===== config.mk =====
export PLATFORM = sky130hd
export DESIGN_NAME = mult_control
export DESIGN_NICKNAME = d
export VERILOG_FILES = /design/src/rtl/mult_control.sv
export SDC_FILE = /design/constraint.sdc
export NUM_CORES = 1
export LEC_CHECK = 0
export ABC_AREA = 0
export BUFFER_PORTS_ARGS = -buffer_cell sky130_fd_sc_hd__buf_2
export CAP_MARGIN = 10
export CORE_AREA = 2 2 39 41
export DETAILED_ROUTE_END_ITERATION = 16
export DIE_AREA = 0 0 41 43
export PLACE_DENSITY_LB_ADDON = 0.25
export SLEW_MARGIN = 20
export SYNTH_ARGS = -nofsm -noshare
export SYNTH_HDL_FRONTEND = slang
export SYNTH_SLANG_ARGS = --single-unit

===== constraint.sdc =====
create_clock -name Clk -period 3.8 [get_ports Clk]
set_input_delay 0.57 -clock Clk [delete_from_list [all_inputs] [get_ports Clk]]
set_output_delay 0.57 -clock Clk [all_outputs]
set_load 0.01 [all_outputs]

===== src/rtl/mult_control.sv =====
// Sequencing FSM for the signed add-shift multiplier: CLR, then N_BITS add/shift pairs, last add subtracts.
// Optional Busy/Done status outputs are built when MULT_CTRL_STATUS_EN is defined.
module mult_control #(
  parameter int N_BITS = 8
) (
  input  logic Clk,
  input  logic Reset,
  input  logic Run,
  input  logic ClearA_LoadB,
  input  logic M,
  output logic Clr_A,
  output logic Clr_X,
  output logic Ld_B,
  output logic Ld_A,
  output logic Ld_X,
  output logic Shift_En,
  output logic Fn
`ifdef MULT_CTRL_STATUS_EN
  ,
  output logic Busy,
  output logic Done
`endif
);

  localparam int CNT_W = (N_BITS > 1) ? $clog2(N_BITS) : 1;
  localparam logic [CNT_W-1:0] LAST = CNT_W'(N_BITS - 1);

  typedef enum logic [2:0] {
    S_IDLE  = 3'd0,
    S_CLR   = 3'd1,
    S_ADD   = 3'd2,
    S_SHIFT = 3'd3,
    S_DONE  = 3'd4
  } state_t;

  state_t           r_state;
  logic [CNT_W-1:0] r_cnt;
  logic             w_last;

  assign w_last = (r_cnt == LAST);

  // Run has priority over ClearA_LoadB in IDLE; a held Run parks the FSM in DONE.
  always_ff @(posedge Clk) begin
    if (Reset) begin
      r_state <= S_IDLE;
      r_cnt   <= '0;
    end else begin
      case (r_state)
        S_IDLE: begin
          if (Run) r_state <= S_CLR;
        end
        S_CLR: begin
          r_cnt   <= '0;
          r_state <= S_ADD;
        end
        S_ADD: begin
          r_state <= S_SHIFT;
        end
        S_SHIFT: begin
          if (w_last) begin
            r_state <= S_DONE;
          end else begin
            r_cnt   <= r_cnt + 1'b1;
            r_state <= S_ADD;
          end
        end
        S_DONE: begin
          if (!Run) r_state <= S_IDLE;
        end
        default: begin
          r_state <= S_IDLE;
          r_cnt   <= '0;
        end
      endcase
    end
  end

  // Output decode: M only matters in ADD, and the last ADD subtracts for sign correction.
  always_comb begin
    Clr_A    = 1'b0;
    Clr_X    = 1'b0;
    Ld_B     = 1'b0;
    Ld_A     = 1'b0;
    Ld_X     = 1'b0;
    Shift_En = 1'b0;
    Fn       = 1'b0;
    case (r_state)
      S_IDLE: begin
        if (!Run && ClearA_LoadB) begin
          Clr_A = 1'b1;
          Clr_X = 1'b1;
          Ld_B  = 1'b1;
        end
      end
      S_CLR: begin
        Clr_A = 1'b1;
        Clr_X = 1'b1;
      end
      S_ADD: begin
        Ld_A = M;
        Ld_X = M;
        Fn   = w_last;
      end
      S_SHIFT: begin
        Shift_En = 1'b1;
      end
      default: begin
      end
    endcase
  end

`ifdef MULT_CTRL_STATUS_EN
  assign Busy = (r_state == S_CLR) || (r_state == S_ADD) || (r_state == S_SHIFT);
  assign Done = (r_state == S_DONE);
`endif

endmodule

==> results of run 1 <==
-- area by class of cell --
type	instances	area, µm²	share of cell area
tap	16	20.0	0.0511
sequential	6	120	0.307
multi-input combinational	23	174	0.444
clock buffer	3	22.5	0.0575
timing repair buffer	11	55.1	0.141
-- per-stage QoR --
stage / std cells / total power, mW / setup WS (ps)
2_1_floorplan: 34 / 0.0848 / 2080
3_3_place_gp: 56 / 0.0900 / 2050
3_5_place_dp: 56 / 0.0896 / 2050
4_1_cts: 59 / 0.150 / 1800
5_1_grt: 59 / 0.157 / 1680
6_report: 59 / 0.146 / 1830
-- logic make-up after synthesis --
logic type / after synthesis
AND/OR/NAND/NOR: 14
AO/OA/AOI/OAI: 6
flip-flops: 6
buffers and inverters: 5
adder cells (fa/ha/maj): 2
multiplexers: 1
-- per-layer routing --
metal	vias to the layer above	share of wire
met1	109	0.51
met5	-	0
met2	15	0.36
met4	0	0
met3	0	0.13
li1	141	-
-- where the power goes --
group	leakage, nW	switching (mW)	internal, mW
combinational	0.134	0.00967	0.00941
clock	0.0138	0.0225	0.0357
sequential	0.0489	0.00384	0.0653
-- state kept, by name (all words and copies together) (netlist names) --
name,flops
r_cnt,3
r_state,3
-- critical path, delay by kind of cell (launching register included) --
kind | cells | cell delay [ps]
flops | 1 | 330
fa+ha+maj | 2 | 400
simple gates | 2 | 270
buf+inv | 1 | 160
-- placed cells by master (no fill, tap or decap), drive strengths merged --
cell type,instances
ha,2
and3,1
mux2,1
dfxtp,6
a31oi,1
and3b,1
nand2,2
a22o,2
or3,1
buf,11
nor4,1
a32oi,1
a221oi,1
a21o,1
clkbuf,3
nor3,2
nor3b,1
nor2,5
-- how the worst max path moves through the flow --
| stage | from | to | slack, ps |
|---|---|---|---|
| global route | r_cnt[0] | Fn | 1680 |
| CTS | r_cnt[0] | Fn | 1800 |
| finish | r_cnt[0] | Fn | 1830 |
| floorplan | Run | Clr_X | 2080 |
| global placement | Run | Clr_A | 2050 |
| detailed placement | Run | Clr_X | 2050 |
==> reports/qor.yml, run 1 <==
logic_synthesis:
  async_flop_share: 0
  netlist_instances: 34
  synth.cell_area_um2: 333
  post_synthesis_sequential_area_ratio: 0.361
  synth_top_family_by_area: "simple AND/OR/NAND/NOR gates"
  top_area_cells_in_the_synthesized_netlist: "sky130_fd_sc_hd__dfxtp_1 (36%), sky130_fd_sc_hd__ha_1 (7.5%), sky130_fd_sc_hd__buf_4 (6.8%)"
  synth-simple-area-share: 0.248
  dominantRegCellSynth: "sky130_fd_sc_hd__dfxtp_1"
  per_instance_average_area_after_synthesis_um2: 9.79
  syn_nets: 41
  synth_top_area_frac: 0.361
  synth_compound_area_frac: 0.165
  synth_edf_count: 0
  synth_adder_area_share: 0.0752
  synth-seq-cells: 6
  ys_types: 19
  yosysMostFrequentCell: "sky130_fd_sc_hd__dfxtp_1"
  muxShareOfSynthArea: 0.0338
  netlist.top_cell.by_area: "sky130_fd_sc_hd__dfxtp_1"
  synthXorXnorAreaFrac: 0
  synth_commonest_cells: "sky130_fd_sc_hd__dfxtp_1 (6), sky130_fd_sc_hd__nor2_1 (5), sky130_fd_sc_hd__buf_4 (3)"
  synth.yosys.warnings: 0
grt:
  met2_usage: 0.103
  grt_use_met3: 0.0628
  largest_net_degree_at_the_start_of_global_routing: 10
  gr-max-usage-layer: "met2"
  antenna_found_initial: 0
  grt_use_total: 0.0745
  wire_length_of_the_first_global_routing_pass_um: 883
  gr-usage-met1: 0.0942
  first_global_vias: 228
  remaining_global_route_overflow: 0
setup_path:
  slowest_delay_ps: 330
  timing.critical_path.arrival_ps: 1400
  critPathSlowestCell: "sky130_fd_sc_hd__dfxtp_1"
  critical_path.cell_chain: "ha_1 -> ha_1 -> nand2_1 -> nor3_1 -> buf_2"
  end_kind: "output pin"
  worst_r2r_startpoint: "r_cnt[0]"
  worstSetupStartpointType: "flip-flop"
  critical_path.reg2reg.endpoint: "r_cnt[0]"
  ff2ff_path_depth: 5
  r2r_slack_ps: 2390
  worst_path_required_time_ps: 3230
  critical_path_peak_fanout: 4
  path_common_cell: "sky130_fd_sc_hd__ha_1"
  timing.setup.critical_path_class: "flip-flop to output pin"
timing:
  achievable-frequency_mhz: 506
  layout_worst_path_cycle_share: 0.520
  timing_worst_slew_pin_value_ps: 289
  min_period_ps: 1970
  timing_max_transition_violations_final: 0
  hold-worst-slack_ps: 481
  setup_viol: 0
  grt_setup_unrepaired: "false"
  timing.max_slew.rel_slack: 0.807
  final_hold_viol_count: 0
  finalClockSkew_ps: 2.16
  setup_tns_ps: 0
detailed_routing:
  wl_per_cell_um: 9.59
  drc_errors: 0
  route.antenna.remaining_nets: 0
  total_via_count_in_the_routed_design: 265
  via_per_inst: 4.49
  drc_violation_total_after_the_first_tritonroute_iteration: 4
  detail_route.first_pass.iterations: 4
  drt_wl_total_um: 566
placement:
  place_area_um2: 369
  hpwl_um: 438
  place.gp.congestion: 0.602
  port_buffers: 11
power:
  power.density_nw_per_um2: 374
  leakage_nw: 0.197
  vdd.ir_drop.worst_uv: 158
clock_tree:
  clkSlewWorstSetupHoldPaths_ps: 40
  cts_resized: 0
  cts_tree: "done"
  insertion_delay_to_the_later_sink_of_the_worst_skew_pair_ps: 240
  cts-buffers-inserted: 3
  cts_h_tree_lvls: 1
  ctsHoldBuffers: 0
  cts-root-buf: "sky130_fd_sc_hd__clkbuf_4"
  cts.sink_count: 6
  post_cts.repair.setup_buffers: 0
  cts_buffer_depth: 2
final_layout:
  fin_nets: 52
  post-route-util: 0.283
  layout_cell_share_with_drive_strength_beyond_1: 0.395
  area_growth_syn_to_layout_pct: 17.7
  n_antenna_cell: 0
  layout_filler_cell_count: 147
  stdcell_area_um2: 392
worst_hold_path:
  worst_hold_path.num_cells: 1
  hold_start: "r_cnt[2]"
  worst_hold_path_type: "flip-flop to flip-flop"
  timing.hold.worst_endpoint: "r_cnt[2]"
job:
  max-cap-violations: 0
floorplan:
  horizontal_die_dimension_um: 41
  rows: 14
  die_area_um2: 1760
  start_util: 0.241
  die_height_um: 43
  core_region_area_um2: 1380
  io_pins: 12
run_status:
  status: "finished clean"
Note: power is estimated with default switching activity, not from simulation.
==> inputs of run 2 (changes only) <==
--- a/config.mk
+++ b/config.mk
@@ -5,7 +5,7 @@
 export SDC_FILE = /design/constraint.sdc
 export NUM_CORES = 1
 export LEC_CHECK = 0
-export ABC_AREA = 0
+export ABC_AREA = 1
 export BUFFER_PORTS_ARGS = -buffer_cell sky130_fd_sc_hd__buf_2
 export CAP_MARGIN = 10
 export CORE_AREA = 2 2 39 41
==> constraint.sdc (replaced) <==
create_clock -name Clk -period 1.7 [get_ports Clk]
set_input_delay 0.255 -clock Clk [delete_from_list [all_inputs] [get_ports Clk]]
set_output_delay 0.255 -clock Clk [all_outputs]
set_load 0.01 [all_outputs]
==> reports/qor.yml, run 2 <==
final_layout:
  most_frequent_standard_cell_in_the_layout_excluding_fill_and_tap_cells: "sky130_fd_sc_hd__buf_2"
  final-seq-area_um2: 120  # unchanged
  area_growth_syn_to_layout_pct: 17.8
  fin_nets: 73  # +40%
  largestRegisters: "r_cnt: 3 flops, r_state: 3 flops"
  multi_input_area_um2: 190  # +9.4%
  final_cell_mix: "sky130_fd_sc_hd__buf_2 (11), sky130_fd_sc_hd__nand2_1 (9), sky130_fd_sc_hd__nor2_1 (9)"
  layout_filler_cell_count: 162  # +10%
  layout_cell_share_with_drive_strength_beyond_1: 0.250  # -0.145
  n_antenna_cell: 0  # unchanged
placement:
  preCtsSetupSlack_ps: 439  # -1610 ps
  place.gp.congestion: 0.716  # +19%
  hpwl_um: 575  # +31%
  port_buffers: 11  # unchanged
detailed_routing:
  via_per_inst: 4.44  # -1.2%
  drt_wl_total_um: 708  # +25%
  wl_per_cell_um: 8.85  # -7.7%
  drc_violation_total_after_the_first_tritonroute_iteration: 4  # unchanged
  route.antenna.remaining_nets: 0  # unchanged
  total_via_count_in_the_routed_design: 355  # +34%
  detail_route.first_pass.iterations: 4  # unchanged
  drc_errors: 0  # unchanged
clock_tree:
  cts_h_tree_lvls: 1  # unchanged
  ctsHoldBuffers: 0  # unchanged
  cts_tree: "done"
  cts_buffer_depth: 2  # unchanged
  cts_resized: 0  # unchanged
  cts-buffers-inserted: 3  # unchanged
  clkSlewWorstSetupHoldPaths_ps: 50  # about the same
  cts.sink_count: 6  # unchanged
  cts-root-buf: "sky130_fd_sc_hd__clkbuf_4"
  insertion_delay_to_the_later_sink_of_the_worst_skew_pair_ps: 250  # about the same
  post_cts.repair.setup_buffers: 0  # unchanged
timing:
  timing_worst_slew_pin_value_ps: 314  # +24.6 ps
  layout_worst_path_cycle_share: 0.876
  timing_max_transition_violations_final: 0  # unchanged
  grt_setup_unrepaired: "false"
  timing.max_slew.rel_slack: 0.791  # -0.0164
  min_period_ps: 1490
  final_hold_viol_count: 0  # unchanged
  finalWorstSetupSlack_ps: 211  # -1610 ps
  setup_tns_ps: 0  # unchanged
  finalClockSkew_ps: 6.28  # +4.12 ps
  achievable-frequency_mhz: 672
  setup_viol: 0  # unchanged
power:
  leakage_nw: 0.210  # +6.7%
  vdd.ir_drop.worst_uv: 282  # +78%
  power.density_nw_per_um2: 810  # +120%
worst_hold_path:
  hold_start: "Reset"
  worst_hold_path_type: "input port to flip-flop"
  worst_hold_path.num_cells: 2  # +1
grt:
  largest_net_degree_at_the_start_of_global_routing: 10  # unchanged
  first_global_vias: 301  # +32%
  remaining_global_route_overflow: 0  # unchanged
  wire_length_of_the_first_global_routing_pass_um: 1190  # +34%
  grt_use_total: 0.103  # +0.0289
  antenna_found_initial: 0  # unchanged
run_status:
  status: "finished clean"
setup_path:
  path_common_cell: "sky130_fd_sc_hd__nor2_1"
  setup.worst_path.start: "r_state[2]"
  worst_r2r_startpoint: "r_cnt[0]"
  timing.setup.critical_path_class: "flip-flop to output pin"
  critPathSlowestCell: "sky130_fd_sc_hd__dfxtp_1"
  ff2ff_path_depth: 7  # +2
  critical_path_peak_fanout: 9  # +5
  worst_path_required_time_ps: 1440  # -1790 ps
  end_kind: "output pin"
  critical_path.cell_chain: "nor2_1 -> nand2_1 -> nor2_1 -> buf_2"
  slowest_delay_ps: 390  # +60 ps
  worstSetupStartpointType: "flip-flop"
  timing.critical_path.arrival_ps: 1230  # -170 ps
logic_synthesis:
  synth-seq-cells: 6  # unchanged
  dominantRegCellSynth: "sky130_fd_sc_hd__dfxtp_1"
  top_area_cells_in_the_synthesized_netlist: "sky130_fd_sc_hd__dfxtp_1 (32%), sky130_fd_sc_hd__nand2_1 (9.1%), sky130_fd_sc_hd__nor2_1 (9.1%)"
  netlist_instances: 54  # +59%
  ys_types: 18  # -1
  synth.cell_area_um2: 372  # +12%
  async_flop_share: 0  # unchanged
  syn_nets: 61  # +49%
  post_synthesis_sequential_area_ratio: 0.323  # -0.0377
  synth.yosys.warnings: 0  # unchanged
  synth_edf_count: 0  # unchanged
  synth_top_area_frac: 0.323  # -0.0377
  netlist.top_cell.by_area: "sky130_fd_sc_hd__dfxtp_1"
  per_instance_average_area_after_synthesis_um2: 6.88  # -30%
  synth_commonest_cells: "sky130_fd_sc_hd__nand2_1 (9), sky130_fd_sc_hd__nor2_1 (9), sky130_fd_sc_hd__inv_1 (8)"
floorplan:
  horizontal_die_dimension_um: 41  # unchanged
  die_area_um2: 1760  # unchanged
  io_pins: 12  # unchanged
  die_height_um: 43  # unchanged
  start_util: 0.269  # +0.0280
  core_region_area_um2: 1380  # unchanged
  rows: 14  # unchanged
job:
  max-cap-violations: 0  # unchanged
## run 2: cell count changes after synthesis, moves of 2 or more
cell | previous run | this run
sky130_fd_sc_hd__inv_1 | 0 | 8
sky130_fd_sc_hd__nor2_1 | 5 | 9
sky130_fd_sc_hd__nand4_1 | 0 | 2
sky130_fd_sc_hd__nand2_1 | 2 | 9
sky130_fd_sc_hd__a21oi_1 | 0 | 3
sky130_fd_sc_hd__a22o_1 | 2 | 0
sky130_fd_sc_hd__nand3_1 | 0 | 3
## run 2: final timing paths
kind | endpoint | slack (ps)
max | Ld_A | 210
min | r_state[2] | 210
max reg2reg | r_cnt[2] | 420
min reg2reg | r_cnt[1] | 510
## run 2: layout make-up
type | instances | area share
repair buffers | 11 | 0.126
well taps | 16 | 0.0457
inverters | 8 | 0.0686
clock buffers | 3 | 0.0514
flip-flops and latches | 6 | 0.274
multi-input cells | 36 | 0.434
## run 2: stage by stage
step	power (mW)	util	hold slack [ps]	cells	instance area (µm²)
2_1_floorplan	0.207	-	324	54	372
6_report	0.355	0.316	209	80	438
5_1_grt	0.378	0.316	212	80	438
3_3_place_gp	0.223	0.300	477	77	415
4_1_cts	0.363	0.316	204	80	438
3_5_place_dp	0.222	0.300	473	77	415
## run 2: cells by family (layout without fill, tap and decap cells)
| group | after synthesis | after routing | share of synthesized area |
|---|---|---|---|
| AO/OA/AOI/OAI | 5 | 5 | 0.0741 |
| adder cells (fa/ha/maj) | 2 | 2 | 0.0673 |
| buffers and inverters | 12 | 22 | 0.165 |
| flip-flops | 6 | 6 | 0.323 |
| AND/OR/NAND/NOR | 29 | 29 | 0.370 |
## run 2: worst max-delay path: cells and delay by family (launching register included)
family	cells	cell delay (ps)
buf+inv	1	140
simple gates	3	450
flops	1	390
## run 2: report_power, final
group / internal, mW / switching (mW) / leakage, nW
registers: 0.150 / 0.0102 / 0.0491
clock network: 0.0801 / 0.0551 / 0.0138
logic: 0.0255 / 0.0340 / 0.147
total: 0.255 / 0.0993 / 0.210
## run 2: routing by layer
metal,GRT usage,part of all wire,up-vias
li1,-,-,193
met1,0.122,0.47,147
met2,0.138,0.42,12
met3,0.0628,0.083,3
met4,0.0600,0.024,0
met5,0,0,-
